$ cat src/rtl/calc_mem_pkg.sv
// Shared types for the calculator memory-bank burst initiator.
// Holds the controller state encoding and the memory R_W bus encoding.
// No logic; imported by mem_burst_ctrl.
package calc_mem_pkg;

    typedef enum logic [2:0] {
        IDLE       = 3'd0,
        WRITE      = 3'd1,
        READ       = 3'd2,
        VERIFY_RD  = 3'd3,
        VERIFY_CMP = 3'd4
    } state_t;

    localparam logic MEM_READ  = 1'b0;
    localparam logic MEM_WRITE = 1'b1;

endpackage

$ cat src/rtl/mem_burst_ctrl_if.sv
// Bundle of request, write-beat, read-return and memory-bus signals for mem_burst_ctrl.
// master: the burst controller side; slave: datapath + memory side (testbench).
// Pure wiring, no latency, no storage.
interface mem_burst_ctrl_if #(
    parameter int ADDR_W = 8,
    parameter int DATA_W = 32,
    parameter int LEN_W  = 4
);
    // request channel
    logic              ReqValid;
    logic              ReqReady;
    logic              ReqRW;
    logic [ADDR_W-1:0] ReqAddr;
    logic [LEN_W-1:0]  ReqLen;
    // write beats
    logic [DATA_W-1:0] WrData;
    logic              WrValid;
    logic              WrReady;
    // read return and status
    logic [DATA_W-1:0] RdData;
    logic              RdValid;
    logic              Busy;
    logic              Done;
    logic              VerifyErr;
    // memory bus
    logic              MemValid;
    logic              MemRW;
    logic [ADDR_W-1:0] MemAddr;
    logic [DATA_W-1:0] MemDin;
    logic [DATA_W-1:0] MemDout;

    modport master (
        input  ReqValid, ReqRW, ReqAddr, ReqLen, WrData, WrValid, MemDout,
        output ReqReady, WrReady, RdData, RdValid, Busy, Done, VerifyErr,
               MemValid, MemRW, MemAddr, MemDin
    );

    modport slave (
        output ReqValid, ReqRW, ReqAddr, ReqLen, WrData, WrValid, MemDout,
        input  ReqReady, WrReady, RdData, RdValid, Busy, Done, VerifyErr,
               MemValid, MemRW, MemAddr, MemDin
    );
endinterface

$ cat src/rtl/mem_addr_wrap.sv
// Loadable word-address counter that wraps DEPTH-1 -> 0.
// Latency: new value visible the cycle after load/inc; load has priority over inc.
// No backpressure; advances only when inc is asserted.
// Ports: clk, rst_n (async active-low), load/load_val, inc, addr.
module mem_addr_wrap #(
    parameter int DEPTH  = 8,
    parameter int ADDR_W = 8
) (
    input  logic              clk,
    input  logic              rst_n,
    input  logic              load,
    input  logic [ADDR_W-1:0] load_val,
    input  logic              inc,
    output logic [ADDR_W-1:0] addr
);
    localparam logic [ADDR_W-1:0] LAST = ADDR_W'(DEPTH - 1);

    always_ff @(posedge clk or negedge rst_n) begin
        if (!rst_n) begin
            addr <= '0;
        end else if (load) begin
            addr <= load_val;
        end else if (inc) begin
            addr <= (addr == LAST) ? '0 : addr + 1'b1;
        end
    end
endmodule

$ cat src/rtl/mem_burst_ctrl.sv
// Burst initiator: turns (rw, addr, len) requests into one memory access per cycle with wrap.
// Latency: memory command combinational from state; read data returned 1 cycle after issue.
// Backpressure: writes stall on WrValid low; reads never stall; ReqReady only in IDLE.
// Ports: Clk, Reset (async active-low), bus (mem_burst_ctrl_if.master: Req*, Wr*, Rd*, Busy,
//        Done, VerifyErr, Mem*). Optional macro READBACK_VERIFY_EN adds a readback compare
//        after every write beat; without it VerifyErr is tied 0.
module mem_burst_ctrl
    import calc_mem_pkg::*;
#(
    parameter int DEPTH  = 8,
    parameter int ADDR_W = 8,
    parameter int DATA_W = 32,
    parameter int LEN_W  = 4
) (
    input  logic Clk,
    input  logic Reset,
    mem_burst_ctrl_if.master bus
);
    state_t            state, state_nxt;
    logic [LEN_W-1:0]  cnt, cnt_nxt;
    logic [ADDR_W-1:0] addr;
    logic              addr_load, addr_inc;
    logic              last_beat;
    logic              rd_issue;
    logic              rd_vld_q, rd_last_q;
    logic              wr_done;

    mem_addr_wrap #(.DEPTH(DEPTH), .ADDR_W(ADDR_W)) u_addr (
        .clk      (Clk),
        .rst_n    (Reset),
        .load     (addr_load),
        .load_val (bus.ReqAddr),
        .inc      (addr_inc),
        .addr     (addr)
    );

    // beat counter holds beats-remaining-minus-one, so zero means this is the last beat
    assign last_beat = (cnt == '0);

    always_ff @(posedge Clk or negedge Reset) begin
        if (!Reset) begin
            state     <= IDLE;
            cnt       <= '0;
            rd_vld_q  <= 1'b0;
            rd_last_q <= 1'b0;
        end else begin
            state     <= state_nxt;
            cnt       <= cnt_nxt;
            rd_vld_q  <= rd_issue;
            rd_last_q <= rd_issue & last_beat;
        end
    end

`ifdef READBACK_VERIFY_EN
    logic [DATA_W-1:0] wdat_hold;
    logic              verify_err, verify_err_nxt;

    always_ff @(posedge Clk or negedge Reset) begin
        if (!Reset) begin
            wdat_hold  <= '0;
            verify_err <= 1'b0;
        end else begin
            verify_err <= verify_err_nxt;
            if (state == WRITE && bus.WrValid) begin
                wdat_hold <= bus.WrData;
            end
        end
    end

    assign bus.VerifyErr = verify_err;
`else
    assign bus.VerifyErr = 1'b0;
`endif

    always_comb begin
        state_nxt    = state;
        cnt_nxt      = cnt;
        addr_load    = 1'b0;
        addr_inc     = 1'b0;
        rd_issue     = 1'b0;
        wr_done      = 1'b0;
        bus.ReqReady = 1'b0;
        bus.WrReady  = 1'b0;
        bus.MemValid = 1'b0;
        bus.MemRW    = MEM_READ;
        bus.MemAddr  = '0;
        bus.MemDin   = '0;
`ifdef READBACK_VERIFY_EN
        verify_err_nxt = verify_err;
`endif
        case (state)
            IDLE: begin
                bus.ReqReady = 1'b1;
                if (bus.ReqValid) begin
                    addr_load = 1'b1;
                    cnt_nxt   = bus.ReqLen;
                    state_nxt = (bus.ReqRW == MEM_WRITE) ? WRITE : READ;
`ifdef READBACK_VERIFY_EN
                    verify_err_nxt = 1'b0;
`endif
                end
            end
            WRITE: begin
                bus.WrReady  = 1'b1;
                bus.MemValid = bus.WrValid;
                bus.MemRW    = MEM_WRITE;
                bus.MemAddr  = addr;
                bus.MemDin   = bus.WrData;
                if (bus.WrValid) begin
`ifdef READBACK_VERIFY_EN
                    // address advances after the readback, count after the compare
                    state_nxt = VERIFY_RD;
`else
                    addr_inc  = 1'b1;
                    wr_done   = last_beat;
                    cnt_nxt   = last_beat ? cnt : cnt - 1'b1;
                    state_nxt = last_beat ? IDLE : WRITE;
`endif
                end
            end
            READ: begin
                bus.MemValid = 1'b1;
                bus.MemAddr  = addr;
                rd_issue     = 1'b1;
                addr_inc     = 1'b1;
                cnt_nxt      = last_beat ? cnt : cnt - 1'b1;
                state_nxt    = last_beat ? IDLE : READ;
            end
`ifdef READBACK_VERIFY_EN
            VERIFY_RD: begin
                bus.MemValid = 1'b1;
                bus.MemAddr  = addr;
                addr_inc     = 1'b1;
                state_nxt    = VERIFY_CMP;
            end
            VERIFY_CMP: begin
                if (bus.MemDout != wdat_hold) begin
                    verify_err_nxt = 1'b1;
                end
                wr_done   = last_beat;
                cnt_nxt   = last_beat ? cnt : cnt - 1'b1;
                state_nxt = last_beat ? IDLE : WRITE;
            end
`endif
            default: state_nxt = IDLE;
        endcase
    end

    assign bus.RdValid = rd_vld_q;
    assign bus.RdData  = bus.MemDout;
    assign bus.Busy    = (state != IDLE);
    // read completion is seen one cycle after issue, when the last beat's data returns
    assign bus.Done    = wr_done | (rd_vld_q & rd_last_q);
endmodule

$ cat src/flat_wrapper.sv
// flat-port wrapper written by rule: the top's interface ports become plain ports
module mem_burst_ctrl_flat import calc_mem_pkg::*;
#(
    parameter int DEPTH  = 8,
    parameter int ADDR_W = 8,
    parameter int DATA_W = 32,
    parameter int LEN_W  = 4
)
  (Clk, Reset, bus_ReqValid, bus_ReqRW, bus_ReqAddr, bus_ReqLen, bus_WrData, bus_WrValid, bus_MemDout, bus_ReqReady, bus_WrReady, bus_RdData, bus_RdValid, bus_Busy, bus_Done, bus_VerifyErr, bus_MemValid, bus_MemRW, bus_MemAddr, bus_MemDin);
  mem_burst_ctrl_if #(.ADDR_W(ADDR_W), .DATA_W(DATA_W), .LEN_W(LEN_W)) bus_i ();
  input  logic Clk;
  input  logic Reset;
  input wire logic [$bits(bus_i.ReqValid)-1:0] bus_ReqValid;
  input wire logic [$bits(bus_i.ReqRW)-1:0] bus_ReqRW;
  input wire logic [$bits(bus_i.ReqAddr)-1:0] bus_ReqAddr;
  input wire logic [$bits(bus_i.ReqLen)-1:0] bus_ReqLen;
  input wire logic [$bits(bus_i.WrData)-1:0] bus_WrData;
  input wire logic [$bits(bus_i.WrValid)-1:0] bus_WrValid;
  input wire logic [$bits(bus_i.MemDout)-1:0] bus_MemDout;
  output wire logic [$bits(bus_i.ReqReady)-1:0] bus_ReqReady;
  output wire logic [$bits(bus_i.WrReady)-1:0] bus_WrReady;
  output wire logic [$bits(bus_i.RdData)-1:0] bus_RdData;
  output wire logic [$bits(bus_i.RdValid)-1:0] bus_RdValid;
  output wire logic [$bits(bus_i.Busy)-1:0] bus_Busy;
  output wire logic [$bits(bus_i.Done)-1:0] bus_Done;
  output wire logic [$bits(bus_i.VerifyErr)-1:0] bus_VerifyErr;
  output wire logic [$bits(bus_i.MemValid)-1:0] bus_MemValid;
  output wire logic [$bits(bus_i.MemRW)-1:0] bus_MemRW;
  output wire logic [$bits(bus_i.MemAddr)-1:0] bus_MemAddr;
  output wire logic [$bits(bus_i.MemDin)-1:0] bus_MemDin;
  assign bus_i.ReqValid = bus_ReqValid;
  assign bus_i.ReqRW = bus_ReqRW;
  assign bus_i.ReqAddr = bus_ReqAddr;
  assign bus_i.ReqLen = bus_ReqLen;
  assign bus_i.WrData = bus_WrData;
  assign bus_i.WrValid = bus_WrValid;
  assign bus_i.MemDout = bus_MemDout;
  assign bus_ReqReady = bus_i.ReqReady;
  assign bus_WrReady = bus_i.WrReady;
  assign bus_RdData = bus_i.RdData;
  assign bus_RdValid = bus_i.RdValid;
  assign bus_Busy = bus_i.Busy;
  assign bus_Done = bus_i.Done;
  assign bus_VerifyErr = bus_i.VerifyErr;
  assign bus_MemValid = bus_i.MemValid;
  assign bus_MemRW = bus_i.MemRW;
  assign bus_MemAddr = bus_i.MemAddr;
  assign bus_MemDin = bus_i.MemDin;
  mem_burst_ctrl #(.DEPTH(DEPTH), .ADDR_W(ADDR_W), .DATA_W(DATA_W), .LEN_W(LEN_W)) u_core (.Clk(Clk), .Reset(Reset), .bus(bus_i));
endmodule
$ cat config.mk
export PLATFORM = sky130hd
export DESIGN_NAME = mem_burst_ctrl_flat
export DESIGN_NICKNAME = d
export VERILOG_FILES = /design/src/rtl/calc_mem_pkg.sv /design/src/rtl/mem_burst_ctrl_if.sv /design/src/rtl/mem_addr_wrap.sv /design/src/rtl/mem_burst_ctrl.sv /design/src/flat_wrapper.sv
export SDC_FILE = /design/constraint.sdc
export NUM_CORES = 1
export LEC_CHECK = 0
export ABC_CLOCK_PERIOD_IN_PS = 2190
export CAP_MARGIN = 5
export CORE_ASPECT_RATIO = 0.8
export CORE_MARGIN = 3
export CORE_UTILIZATION = 30
export CTS_CLUSTER_SIZE = 10
export DETAILED_ROUTE_END_ITERATION = 6
export GPL_TIMING_DRIVEN = 1
export PLACE_DENSITY = 0.83
export SYNTH_ARGS = -nofsm -noshare
export SYNTH_HDL_FRONTEND = slang
export SYNTH_SLANG_ARGS = --single-unit
$ cat constraint.sdc
create_clock -name Clk -period 2.19 [get_ports Clk]
set_input_delay 0.438 -clock Clk [delete_from_list [all_inputs] [get_ports Clk]]
set_output_delay 0.438 -clock Clk [all_outputs]
set_load 0.02 [all_outputs]
After elaboration in Yosys (flattened, before gate mapping)
Index checks and enable logic that the tools add are counted.

cells by class
  reduce and logical (&&, ||, !) cells = 8
  eq/ne operators = 5
  bitwise gates (word level) = 3
  multiplexer cells = 25
  add/subtract/negate cells = 2

operator list
  cell                                                                   count
  32-bit 2-to-1 mux                                                      1
  8-bit 2-to-1 mux                                                       4
  4-bit 2-to-1 mux                                                       3
  4-bit case mux with 3 select lines                                     1
  1-bit 2-to-1 mux                                                       9
  3-bit case mux with 3 select lines                                     1
  8-bit by 1-bit adder with 8-bit output, second input constant          1
  8-bit by 3-bit equality test with 1-bit output, second input constant  1
  3-bit 2-to-1 mux                                                       2
  3-bit nonzero test                                                     2
  4-bit logical NOT                                                      1
  2-bit 2-to-1 mux                                                       2
  2-bit inequality test, second input constant                           2
  1-bit case mux with 2 select lines                                     2
  4-bit by 1-bit subtractor with 4-bit output, second input constant     1
  3-bit by 1-bit equality test with 1-bit output, second input constant  1
  3-bit by 2-bit equality test with 1-bit output, second input constant  1
  3-bit logical NOT                                                      1
  3-bit AND reduction                                                    1
  1-bit bitwise AND                                                      2
  2-bit AND reduction                                                    1
  2-bit nonzero test                                                     1
  2-bit OR reduction                                                     1
  1-bit OR                                                               1

word-level totals
  input port bits = 81
  register bits = 17
  output and inout bits = 80

Depth between registers and ports, before layout
  depth after elaboration = 4
  mapped depth = 8
  depth with buffers taken out = 7

Modules after synthesis
From an unflattened synthesis, not the netlist that was laid out.

second synthesis, totals
  cells, all modules = 195
  area total of the unflattened synthesis = 1,615.3 µm²

by module, submodules not included
  module          area an instance (µm²)  sequential area each (µm²)  instances  cells an instance
  mem_burst_ctrl  1,101.1                 200.2                       1          139
  mem_addr_wrap   514.2                   200.2                       1          56

Worst setup path before layout
No wires, ideal clock.

  kind = register to register
  start = register u_core.state[1]
  end = register u_core.cnt[2]
  period minus slack after synthesis = 1.908 ns
  required time = 2.064 ns
  arrival = 1.783 ns
  setup slack = 0.282 ns
  buffers on the path = 2
  cell stages (with the launch flop) = 8
  path through = dfrtp_1 inv_1 ha_1 buf_6 nor2b_4 or3_1 clkbuf_2 a221o_1

on the way
  word-level cells in the longest chain between the ends = 3

RTL lines
  element                                                                              RTL line              text
  start, declared                                                                      mem_burst_ctrl.sv:19  state_t state, state_nxt;
  start signal, assigned                                                               mem_burst_ctrl.sv:47  state <= state_nxt;
  3-bit by 1-bit equality test with 1-bit output, or another cell as far along         mem_burst_ctrl.sv:91  case (state)
  2-bit inequality test (no source line) / 3-bit nonzero test (equally long branches)  -
  3-bit AND reduction (no source line)                                                 -
  end signal, assigned                                                                 mem_burst_ctrl.sv:48  cnt <= cnt_nxt;
  end, declared                                                                        mem_burst_ctrl.sv:20  logic [LEN_W-1:0] cnt, cnt_nxt;

Several ways; a longest one is shown, not always the timed one.
A chain may end at the register's enable or synchronous reset.

Worst setup path after layout
  start = register u_core.state[1]
  end = output bus_MemDin[4]

on the way
  word-level cells in the longest chain between the ends = 2

RTL lines
  element                                         RTL line              text
  3-bit by 1-bit equality test with 1-bit output  mem_burst_ctrl.sv:91
  32-bit 2-to-1 mux                               mem_burst_ctrl.sv:91
  end, declared                                   flat_wrapper.sv:30    output wire logic [$bits(bus_i.MemDin)-1:0] bus_MemDin;

No other way between the ends.

==> results.yml <==
cells_and_area:
  final_cell_mix: "51 x clkdlybuf4s50_1, 41 x and2_1, 35 x dlygate4sd2_1"
  final_cells: 331
  fin_nets: 358
  final_common_cell: "clkdlybuf4s50_1"
  fillers: 512
  area_growth_pct: 55.3
  diodes: 0
  drive_above_1_share_pct: 11.9
sta:
  fmax_mhz: 483
  rsz0062_at_grt: "false"
  whs_ns: 0.497
  maxSlewViolCount: 0
  min_period_over_period_pct: 94.4
  final.min_clock_period_ns: 2.07
  clock_skew_ns: 0.00108
  setup_violations: 0
  hold_violations: 0
worst_setup_path:
  cp_max_fo: 37
  reg2reg_depth: 6
  r2r_setup_slack_ns: 0.21
  crit_required_ns: 1.75
  worst-path-buf-inv: 3
  slowest_delay_ns: 0.39
  critPathKind: "reg2out"
  worst_setup_path_end_kind: "output port"
  cp.arrival_ns: 1.63
  path_delay_family: "buffers and inverters"
  start_kind: "register"
  rr_endpoint: "u_core.cnt[2]$_DFFE_PN0P_"
  cp_cell_sequence: "inv_1, ha_2, buf_12, and2_1, dlygate4sd2_1"
  crit_slowest_cell: "dfrtp_1"
  r2r_start: "u_core.state[0]$_DFFE_PN0P_"
clock_tree:
  clockBufferDepth: 2
  cts_root_buf: "clkbuf_8"
  cts.htree.levels: 1
  cts_buffers: 3
  clock_latency_ns: 0.26
  cts_resized: 46
  clock_sinks: 16
  cts_setup_buffers: 0
  clk_transition_reported_paths_ns: 0.07
  ctsHoldBuffers: 0
  tritoncts: "done"
drt:
  ant_nets: 0
  vias: 1561
  wire_per_inst_um: 14.4
  firstDrtPassIters: 4
  viasPerCell: 4.72
  drtIter0Drc: 47
  route.detailed.drc: 0
  routed_wl_um: 4760
yosys:
  syn_inst: 196
  ys.flop_type: "dfrtp_1"
  synth_area_leaders: "dfrtp_1 25%, and2_1 16%, buf_4 16%, ha_1 5.5%, nand2_1 2.6%"
  ys_seq_area_share_pct: 25.1
  ys_types: 46
  syn_avg_cell_area_um2: 8.13
  synth_edf_count: 0
  synth_nets: 284
  synth_top_area_cell: "dfrtp_1"
  yosysWarnings: 0
  synth_top_area_share_pct: 25.1
  synth_area_um2: 1590
  synth-seq-cells: 16
  synthArstFlopShare_pct: 100
flow_run:
  maxCapViolations: 0
placement:
  port_buffers: 95
  dp.cells: 327
  hpwl_um: 3890
  gp_congestion: 0.868
global_route:
  grt_overflow_total: 0
  grtUsageTotal_pct: 14.9
  antenna_found_initial: 0
  grt_pass1_vias: 1561
  grt_pass1_wl_um: 7310
  grt_max_degree: 38
floorplanning:
  num_rows: 23
  ios: 161
  fp.dieArea_um2: 6230
  core_um2: 5060
  die_w_um: 87.5
  die_h_um: 71.2
  initial_utilization_pct: 31.5
pwr:
  power.density_nw_per_um2: 1240
  p_leak_nw: 1.21
  peakVddDrop_mv: 0.561
status:
  status: "finished, final reports clean"
hold_path:
  hold_path_class: "in2async"
-- state kept, by name, indices dropped and copies added (netlist names) --
name,cells
u_core.bus.RdValid,1
u_core.u_addr.addr,8
u_core.rd_last_q,1
u_core.state,2
u_core.cnt,4
-- routing by layer --
| layer | GRT usage [%] | share of wire (%) | up-vias |
|---|---|---|---|
| met2 | 27.7 | 51 | 71 |
| li1 | - | - | 777 |
| met5 | 0 | 0 | - |
| met3 | 4.07 | 9.4 | 14 |
| met1 | 15.9 | 38 | 699 |
| met4 | 5.11 | 1.6 | 0 |
-- cell usage after synthesis, types with 3 or more instances --
cell type	instances
a22o_1	3
a22oi_1	4
and2_1	41
buf_4	34
clkbuf_1	6
dfrtp_1	16
ha_1	7
inv_1	8
nand2_1	11
nand3_1	8
nor2_1	7
nor3_1	5
o211ai_1	3
o21ai_0	3
-- metrics by stage --
step           setup WS (ns)  TNS [ns]  cell area (um2)  utilization (%)  power (mW)
2_1_floorplan          0.282         0             1590                -        1.97
3_3_place_gp          -0.110    -0.187             2460             48.6        2.87
3_5_place_dp          -0.122    -0.225             2460             48.6        2.93
4_1_cts              0.00390         0             2480             48.9        3.09
5_1_grt               0.0314         0             2470             48.9        3.31
6_report               0.122         0             2470             48.9        3.07
-- final cells by class --
class                      instances  area (um2)  area share, %
multi-input combinational        129         880           35.5
timing repair buffer             112        1030           41.7
tap                               62        77.6           3.13
inverter                           8        30.0           1.21
clock buffer                       4        55.1           2.22
sequential                        16         400           16.2
-- how the worst max path moves through the flow --
stage	endpoint	slack, ns	cells after the start	start
finish	bus_MemDin[4]	0.12	5	u_core.state[1]$_DFFE_PN0P_
global route	bus_MemDin[0]	0.03	5	u_core.state[1]$_DFFE_PN0P_
CTS	bus_Done	0.004	5	u_core.state[0]$_DFFE_PN0P_
detailed placement	bus_MemValid	-0.12	5	bus_WrValid
global placement	bus_MemValid	-0.11	5	bus_WrValid
floorplan	u_core.cnt[2]$_DFFE_PN0P_	0.28	7	u_core.state[1]$_DFFE_PN0P_
-- power breakdown --
part           total [mW]  switching [mW]  internal, mW
Clock               0.282           0.122         0.160
Combinational        2.19            1.15          1.04
Sequential          0.602           0.165         0.437
Total                3.07            1.44          1.64
-- kinds of logic after synthesis --
family / Yosys count / synth area share (%)
XOR/XNOR: 2 / 1.10
other: 1 / 0.235
AND/OR/NAND/NOR: 89 / 32.7
AO/OA/AOI/OAI: 30 / 14.8
flip-flops: 16 / 25.1
buffers and inverters: 51 / 20.6
adder cells (fa/ha/maj): 7 / 5.49
-- worst reg2reg max path, stage by stage (launching register included) --
cell	delay, ns
dfrtp_1	0.39
buf_4	0.15
ha_2	0.20
buf_12	0.16
nor2b_4	0.15
or3_1	0.43
a221o_1	0.39
Note: power is estimated with default switching activity, not from simulation.
